## src/rtl/sens_hispi_pkg.sv

```systemverilog
// Shared constants and types for the HiSPi lane aligner: preamble pattern,
// sync code values, FSM encoding and the word-pipe entry.
package sens_hispi_pkg;

    localparam logic [35:0] HISPI_PREAMBLE = 36'hFFF000000;

    localparam logic [2:0] SOF = 3'b011;
    localparam logic [2:0] SOL = 3'b001;
    localparam logic [2:0] EOF = 3'b111;
    localparam logic [2:0] EOL = 3'b101;

    typedef enum logic [1:0] {
        HUNT   = 2'd0,
        CODE   = 2'd1,
        LOCKED = 2'd2
    } state_e;

    typedef struct packed {
        logic        vld;
        logic [11:0] word;
    } pword_t;

endpackage

```

## src/rtl/sens_hispi_sync_match.sv

```systemverilog
// Looks for the FFF,000,000 preamble at the four possible bit offsets of the
// shift register; the lowest matching offset wins.
module sens_hispi_sync_match
    import sens_hispi_pkg::*;
(
    input  logic [38:0] sreg_i,
    output logic        match_o,
    output logic [1:0]  s_o
);

    always_comb begin
        match_o = 1'b0;
        s_o     = 2'd0;
        // Descending scan so the last (lowest) hit overrides the others.
        for (int s = 3; s >= 0; s--) begin
            if (sreg_i[s +: 36] == HISPI_PREAMBLE) begin
                match_o = 1'b1;
                s_o     = 2'(s);
            end
        end
    end

endmodule

```

## src/rtl/sens_hispi_lane.sv

```systemverilog
// HiSPi lane word aligner: locks 12-bit alignment on the sync preamble,
// decodes the sync code and delivers pixel words with frame/line markers.
module sens_hispi_lane
    import sens_hispi_pkg::*;
#(
    parameter bit HISPI_MSB_FIRST = 1'b1,
    parameter bit HISPI_REALIGN   = 1'b1
) (
    input  logic        ipclk,
    input  logic        irst,
    input  logic [3:0]  din,
    output logic [11:0] dout,
    output logic        dv,
    output logic        sof,
    output logic        sol,
    output logic        eof,
    output logic        eol,
    output logic        in_line,
    output logic        locked,
    output logic [1:0]  shift,
    output logic        realign,
    output logic        bad_code
);

    // Only the newest 39 bits can ever reach a match window or sample word.
    localparam int SREG_W = 39;

    state_e              state_q, state_d;
    logic [SREG_W-1:0]   sreg_q, sreg_d;
    logic [1:0]          ph_q, ph_d;
    logic [1:0]          shift_q, shift_d;
    logic                locked_q, locked_d;
    logic                in_line_q, in_line_d;
    logic                from_lk_q, from_lk_d;
    logic                sof_q, sof_d, sol_q, sol_d, eof_q, eof_d, eol_q, eol_d;
    logic                realign_q, realign_d, bad_q, bad_d;
    logic                dv_q, dv_d;
    logic [11:0]         dout_q, dout_d;
    pword_t              p0_q, p0_d, p1_q, p1_d, p2_q, p2_d;

    logic [3:0]  nib;
    logic        m_hit;
    logic [1:0]  m_s;
    logic [11:0] word;
    logic        sample, take, flush, code_ok;
    pword_t      pa, pb, pc;

    assign nib    = HISPI_MSB_FIRST ? din : {din[0], din[1], din[2], din[3]};
    assign sreg_d = {sreg_q[SREG_W-5:0], nib};
    assign word   = sreg_q[shift_q +: 12];
    assign sample = (state_q != HUNT) && (ph_q == 2'd0);

    sens_hispi_sync_match u_match (
        .sreg_i  (sreg_q),
        .match_o (m_hit),
        .s_o     (m_s)
    );

    always_comb begin
        take      = 1'b0;
        flush     = 1'b0;
        code_ok   = 1'b0;
        state_d   = state_q;
        ph_d      = (ph_q == 2'd2) ? 2'd0 : ph_q + 2'd1;
        shift_d   = shift_q;
        locked_d  = locked_q;
        in_line_d = in_line_q;
        from_lk_d = from_lk_q;
        sof_d     = 1'b0;
        sol_d     = 1'b0;
        eof_d     = 1'b0;
        eol_d     = 1'b0;
        bad_d     = 1'b0;
        realign_d = 1'b0;
        dv_d      = 1'b0;
        dout_d    = dout_q;
        pa        = p0_q;
        pb        = p1_q;
        pc        = p2_q;

        case (state_q)
            LOCKED: begin
                if (m_hit) begin
                    if (m_s == shift_q && sample) begin
                        take = 1'b1;
                    end else if (HISPI_REALIGN) begin
                        take  = 1'b1;
                        flush = 1'b1;
                    end
                end
            end
            default: take = m_hit;
        endcase

        if (take) begin
            state_d = CODE;
            shift_d = m_s;
            ph_d    = 2'd1;
            if (state_q != CODE) from_lk_d = (state_q == LOCKED);
            // The two older preamble words are still in the pipe; drop them.
            pa.vld = 1'b0;
            pb.vld = 1'b0;
            if (flush) begin
                pc.vld    = 1'b0;
                realign_d = 1'b1;
                in_line_d = 1'b0;
            end
        end else if (sample && state_q == CODE) begin
            code_ok = 1'b1;
            case (word[2:0])
                SOF:     begin sof_d = 1'b1; in_line_d = 1'b1; end
                SOL:     begin sol_d = 1'b1; in_line_d = 1'b1; end
                EOF:     begin eof_d = 1'b1; in_line_d = 1'b0; end
                EOL:     begin eol_d = 1'b1; in_line_d = 1'b0; end
                default: code_ok = 1'b0;
            endcase
            if (code_ok) begin
                state_d  = LOCKED;
                locked_d = 1'b1;
            end else begin
                bad_d = 1'b1;
                if (from_lk_q) begin
                    state_d = LOCKED;
                end else begin
                    state_d  = HUNT;
                    locked_d = 1'b0;
                end
            end
        end

        if (sample) begin
            dout_d = pc.word;
            dv_d   = pc.vld;
            p2_d   = pb;
            p1_d   = pa;
            p0_d   = '{vld: (state_q == LOCKED) && in_line_q && !take, word: word};
        end else begin
            p2_d = pc;
            p1_d = pb;
            p0_d = pa;
        end
    end

    always_ff @(posedge ipclk) begin
        if (irst) begin
            state_q   <= HUNT;
            sreg_q    <= '0;
            ph_q      <= '0;
            shift_q   <= '0;
            locked_q  <= 1'b0;
            in_line_q <= 1'b0;
            from_lk_q <= 1'b0;
            sof_q     <= 1'b0;
            sol_q     <= 1'b0;
            eof_q     <= 1'b0;
            eol_q     <= 1'b0;
            bad_q     <= 1'b0;
            realign_q <= 1'b0;
            dv_q      <= 1'b0;
            dout_q    <= '0;
            p0_q      <= '0;
            p1_q      <= '0;
            p2_q      <= '0;
        end else begin
            state_q   <= state_d;
            sreg_q    <= sreg_d;
            ph_q      <= ph_d;
            shift_q   <= shift_d;
            locked_q  <= locked_d;
            in_line_q <= in_line_d;
            from_lk_q <= from_lk_d;
            sof_q     <= sof_d;
            sol_q     <= sol_d;
            eof_q     <= eof_d;
            eol_q     <= eol_d;
            bad_q     <= bad_d;
            realign_q <= realign_d;
            dv_q      <= dv_d;
            dout_q    <= dout_d;
            p0_q      <= p0_d;
            p1_q      <= p1_d;
            p2_q      <= p2_d;
        end
    end

    assign dout     = dout_q;
    assign dv       = dv_q;
    assign sof      = sof_q;
    assign sol      = sol_q;
    assign eof      = eof_q;
    assign eol      = eol_q;
    assign in_line  = in_line_q;
    assign locked   = locked_q;
    assign shift    = shift_q;
    assign realign  = realign_q;
    assign bad_code = bad_q;

endmodule
```

## config.mk

```make
export PLATFORM = sky130hd
export DESIGN_NAME = sens_hispi_lane
export DESIGN_NICKNAME = d
export VERILOG_FILES = /design/src/rtl/sens_hispi_pkg.sv /design/src/rtl/sens_hispi_sync_match.sv /design/src/rtl/sens_hispi_lane.sv
export SDC_FILE = /design/constraint.sdc
export NUM_CORES = 1
export LEC_CHECK = 0
export CORE_MARGIN = 3
export CORE_UTILIZATION = 46
export DETAILED_ROUTE_END_ITERATION = 6
export PLACE_DENSITY_LB_ADDON = 0.05
export SLEW_MARGIN = 40
export SYNTH_ARGS = -nofsm -noshare
export SYNTH_HDL_FRONTEND = slang
export SYNTH_SLANG_ARGS = --single-unit
export TNS_END_PERCENT = 100
```

## constraint.sdc

```tcl
create_clock -name ipclk -period 4.7 [get_ports ipclk]
set_input_delay 0.94 -clock ipclk [delete_from_list [all_inputs] [get_ports ipclk]]
set_output_delay 0.94 -clock ipclk [all_outputs]
set_load 0.02 [all_outputs]
```

# --- Yosys cells after proc, flatten, opt, wreduce, memory -nomap -nowiden ---
# Cells that the tools add are included.
word_totals:
  regBits: 106
  inputBits: 6
  output_inout_bits: 23
  elab_cells: 105
op_classes:
  n_addsub: 1
  n_eq_ne: 15
  n_shift: 1
  n_mux: 41
  bitwise: 3
  reduce_logical: 21
ops:
  columns: ["op", "count"]
  rows:
  - ["36-bit == test (second input constant)", 4]
  - ["13-bit two-way mux", 3]
  - ["39-bit by 3-bit variable part select with 12-bit output", 1]
  - ["1-bit two-way mux", 31]
  - ["2-bit two-way mux", 6]
  - ["2-bit OR reduction", 5]
  - ["3-bit == test (second input constant)", 2]
  - ["2-bit by 1-bit inequality test with 1-bit output (second input constant)", 3]
  - ["3-bit AND reduction", 2]
  - ["3-bit OR reduction", 2]
  - ["1-bit logical AND", 5]
  - ["2-bit == test (second input constant)", 2]
  - ["2-bit nonzero test", 2]
  - ["4-bit OR reduction", 1]
  - ["3-bit by 1-bit == test with 1-bit output (second input constant)", 1]
  - ["3-bit by 2-bit == test with 1-bit output (second input constant)", 1]
  - ["1-bit NOT", 3]
  - ["3-bit nonzero test", 1]
  - ["2-bit by 1-bit adder with 2-bit output (second input constant)", 1]
  - ["2-bit by 1-bit == test with 1-bit output (second input constant)", 1]
  - ["2-bit == test", 1]
  - ["2-bit logical NOT", 1]
  - ["1-bit one-hot mux with 2 select lines", 1]
  - ["2-bit AND reduction", 1]
  - ["1-bit logical NOT", 1]

# --- Depth between registers and ports, before layout ---
logic_depth:
  depth_word: 13
  mapped_depth: 8
  mapped_depth_nobuf: 6

# --- Modules after synthesis ---
# A second synthesis with hierarchy kept.
unflattened:
  hier_cells: 411
  hier_area_um2: 3916.3
by_module_without_submodules:
  columns: ["module", "instances", "cells_each", "area_each_um2", "seq_area_each_um2"]
  rows:
  - ["sens_hispi_lane", 1, 389, 3724.8, 2122.0]
  - ["sens_hispi_sync_match", 1, 22, 191.4, 0.0]

# --- Worst setup path after synthesis ---
# Ideal clock, no wire load.
synth_path:
  path_type: "input -> register"
  from: "input port irst"
  to: "register dout_q[11] (netlist: dout[11])"
  setup_ns: 0.134
  t_arrival_ns: 1.786
  t_required_ns: 4.566
  path_slack_ns: 2.780
  path_stages: 4
  n_path_buf: 3
  path_cell_list: "clkbuf_1 -> clkbuf_1 -> clkbuf_1 -> a21oi_1"
synth_rtl:
  columns: ["item", "line", "text"]
  rows:
  - ["from (decl)", "sens_hispi_lane.sv:10", "input logic irst,"]
  - ["to (signal assigned)", "sens_hispi_lane.sv:179", "dout_q <= dout_d;"]
  - ["to (decl)", "sens_hispi_lane.sv:38", "logic [11:0] dout_q, dout_d;"]
# No word-level cell between the ends.

# --- Final worst setup path ---
layout_path:
  from: "register shift_q[1] (netlist: shift[1])"
  to: "output port shift[1]"
layout_rtl:
  columns: ["item", "line", "text"]
  rows:
  - ["from (decl)", "sens_hispi_lane.sv:31", "logic [1:0] shift_q, shift_d;"]
  - ["from (signal assigned)", "sens_hispi_lane.sv:168", "shift_q <= shift_d;"]
  - ["to (decl)", "sens_hispi_lane.sv:20", "output logic [1:0] shift,"]
# No word-level cell between the ends.

==> results.rst <==
.. list-table::
   :header-rows: 1

   * - Metric
     - Value
   * - Outcome
     - complete, no violations
   * - H-tree levels
     - 3
   * - Via count of the first global-routing pass
     - 2644
   * - RD Place Congestion
     - 0.792
   * - Sequential-to-total area share from yosys stat
     - 54.3%
   * - Synth Cell Area
     - 3910 um^2
   * - Async SR Flop Fraction
     - 0%
   * - Worst hold stages
     - 2
   * - Minimum clock period after layout
     - 2870 ps
   * - Largest voltage drop on the vdd net
     - 0.169 mV
   * - Highest attainable clock frequency
     - 0.348 GHz
   * - Final setup violation count
     - 0
   * - Final #Nets
     - 458
   * - Worst reg-to-reg path cell count
     - 4
   * - I/O Pins
     - 29
   * - Required arrival time at the worst endpoint
     - 3760 ps
   * - Antenna viol nets, final
     - 0
   * - Initial core utilization
     - 49.0%
   * - Total count of hold-check failures in the final report
     - 0
   * - Die Area
     - 9630 um^2
   * - Number of iterations in the first detailed-routing pass
     - 4
   * - Number of standard cells in the final layout excluding fillers
     - 556
   * - Unrepaired setup endpoints after global routing
     - false
   * - Worst path buffer plus inverter count
     - 1
   * - Global-route wire length before repair
     - 12400 um
   * - Cell count after placement
     - 540
   * - Final total negative setup slack
     - 0 ps
   * - Area growth from synthesis to layout
     - 15.4%
   * - Share of post-route cells with drive strength above 1
     - 6.83%
   * - Most used flip-flop cell after synthesis
     - sky130_fd_sc_hd__dfxtp_1
   * - Crit path arrival time
     - 1930 ps
   * - Number of gates resized after cts
     - 0
   * - Peak per-stage delay on the critical path
     - 820 ps
   * - Worst relative slew slack
     - 49.8%
   * - Power Dens Cells
     - 356 nW/um^2
   * - Static Leak
     - 1.49 nW
   * - Drt via density
     - 5.03
   * - Critical-path cell list
     - clkdlybuf4s50_1
   * - Num CTS Buffers
     - 9
   * - Tot GR Track Use
     - 15.6%
   * - Total number of vias
     - 2798
   * - Max-cap violation count
     - 0
   * - Endpoint of the lowest-slack register-to-register path
     - in_line
   * - Type of element capturing the critical path
     - output pin
   * - Setup slack of the most critical reg-to-reg path
     - 2630 ps
   * - Classification of the worst-slack hold path
     - reg -> reg
   * - Mean cell area of the mapped netlist
     - 9.02 um^2
   * - Post-detailed-route DRC marker count
     - 0
   * - Yosys synthesis warning count
     - 0
   * - Buffer levels on the longest clock path
     - 2
   * - Number of buffers inserted for hold repair after clock tree synthesis
     - 0
   * - Vertical extent of the die
     - 98.2 um
   * - Measured slew at the worst slew-check pin
     - 752 ps
   * - Critical Path Fanout Max
     - 16
   * - Max-slew violation count
     - 0
   * - CTS root buffer
     - sky130_fd_sc_hd__clkbuf_8
   * - Post-CTS setup buffer count
     - 0
   * - Average routed wire per standard cell
     - 12.8 um
   * - Post-Syn Instances
     - 433
   * - CP max stage cell
     - sky130_fd_sc_hd__dfxtp_1
   * - Category of the worst setup path launch point
     - register
   * - Total detailed-routing wirelength
     - 7100 um
   * - Clock transition at the registers of the reported paths
     - 110 ps
   * - Total nets after synthesis
     - 442
   * - Number of cell rows
     - 32
   * - Hold path startpoint
     - p0_q[0]
   * - Number of synthesized flops with an enable pin
     - 0
   * - Min-Delay Endpoint
     - p1_q[0]
   * - R2R Path Start
     - shift[0]
   * - Sink Count
     - 106
   * - Largest clock skew in the final design
     - 12.2 ps
   * - Standard cell core area
     - 7970 um^2
   * - Port Buffers
     - 28
   * - Insertion delay to the later sink of the worst-skew pair
     - 370 ps
   * - Clock tree from TritonCTS
     - done
   * - Synth Register Bits
     - 106
   * - Share of the clock period used by the worst path
     - 61.1%
   * - Worst setup path category
     - reg -> out
   * - Netlist cell types
     - 40
   * - Antenna diodes
     - 0
   * - Die boundary width
     - 98.2 um
   * - Initial antenna violation count
     - 0
   * - DPL Wire Length
     - 4730 um
   * - Overflow left after global routing
     - 0
   * - Pin count of the biggest net entering global routing
     - 67
   * - Family with the most delay on the worst path
     - flip-flops
   * - Initial drt markers
     - 98
==> synth_stat cells, drive strengths merged (4+ instances only) <==
cell type | n | area share (%)
nor4 | 5 | 1.2
a21oi | 63 | 8.2
nor2 | 9 | 0.86
nand2b | 14 | 2.2
nand2 | 100 | 9.6
inv | 5 | 0.48
mux2i | 11 | 2.8
nand3 | 10 | 1.3
dfxtp | 106 | 54
nor2b | 42 | 6.7
nor3 | 4 | 0.51
clkbuf | 24 | 2.3
==> cell usage in the layout (no fill, tap or decap), drive strengths merged <==
cell type and n:
and3 2, and2 1, clkbuf 9, or4 1, o21ai 3, a22oi 1, a21bo 1, nand4bb 3
nand2 100, or2 1, a211oi 2, mux2 2, bufinv 2, nand2b 14, dfxtp 106, clkdlybuf4s50 27
nor2 9, inv 9, mux2i 11, buf 5, nor3b 3, a21oi 63, o211ai 3, or4bb 1
nor3 4, nand3 10, ha 3, clkinvlp 1, xnor2 2, or4b 1, mux4 1, nand4 2
and4 1, a311oi 1, nor2b 42, o21a 1, nor4 5, nand3b 1
==> cells by family after synthesis <==
family,Yosys count,synth area share (%)
simple gates,201,26.1
xor+xnor,2,0.449
flops,106,54.3
buf+inv,32,3.33
compound gates,75,10.9
fa+ha+maj,3,0.961
mux,14,3.97
==> layer usage <==
metal | part of all wire, % | wire (um) | global-route usage [%] | up-vias
li1 | - | - | - | 1465
met1 | 51 | 3610 | 21.5 | 1292
met2 | 45 | 3220 | 23.7 | 35
met3 | 3.2 | 226 | 4.79 | 6
met4 | 0.75 | 53 | 4.41 | 0
met5 | 0 | 0 | 0 | -
==> worst register-to-register path, delay by kind of cell (launching register included) <==
kind	cells	cell delay (ps)
DFF	1	800
muxes	1	650
and+or+nand+nor	3	550
==> state kept, by name, summed over array words and instances, names as in the netlist, 2 cells and up <==
register,count
state_q,2
p2_q,13
sreg_q,39
shift,2
p1_q,13
dout,12
ph_q,2
p0_q,13
==> metrics by stage <==
step                setup slack [ps]  power (mW)  hold slack, ps  instance area [um^2]  utilization (%)
floorplan                       2780       0.975             414                  3910                -
finish                          1830        1.61             447                  4510             56.6
CTS                             1790        1.63             452                  4510             56.6
global route                    1690        1.67             470                  4510             56.6
global placement                2190       0.994             436                  4230             53.1
detailed placement              2210       0.996             440                  4280             53.7
==> layout make-up <==
class / count / area, um^2
Clock inverter: 7 / 108
Clock buffer: 9 / 124
Fill cell: 772 / 3460
Inverter: 5 / 18.8
Multi-Input combinational cell: 295 / 1670
Tap cell: 102 / 128
Timing Repair Buffer: 32 / 335
Sequential cell: 106 / 2120
==> where the power goes <==
part | total (mW) | switching (mW) | internal [mW]
logic | 0.0596 | 0.0373 | 0.0223
clock network | 0.631 | 0.320 | 0.311
registers | 0.915 | 0.00771 | 0.907
total | 1.61 | 0.365 | 1.24
==> worst max path at each step <==
stage | depth (start not counted) | slack (ps) | end | from
2_1_floorplan | 4 | 2780 | dout[11] | irst
3_3_place_gp | 3 | 2190 | p0_q[1] | irst
3_5_place_dp | 1 | 2210 | shift[1] | shift[1]
4_1_cts | 1 | 1790 | shift[1] | shift[1]
5_1_grt | 1 | 1690 | shift[0] | shift[0]
6_report | 1 | 1830 | shift[1] | shift[1]
Note: power is estimated with default switching activity, not from simulation.
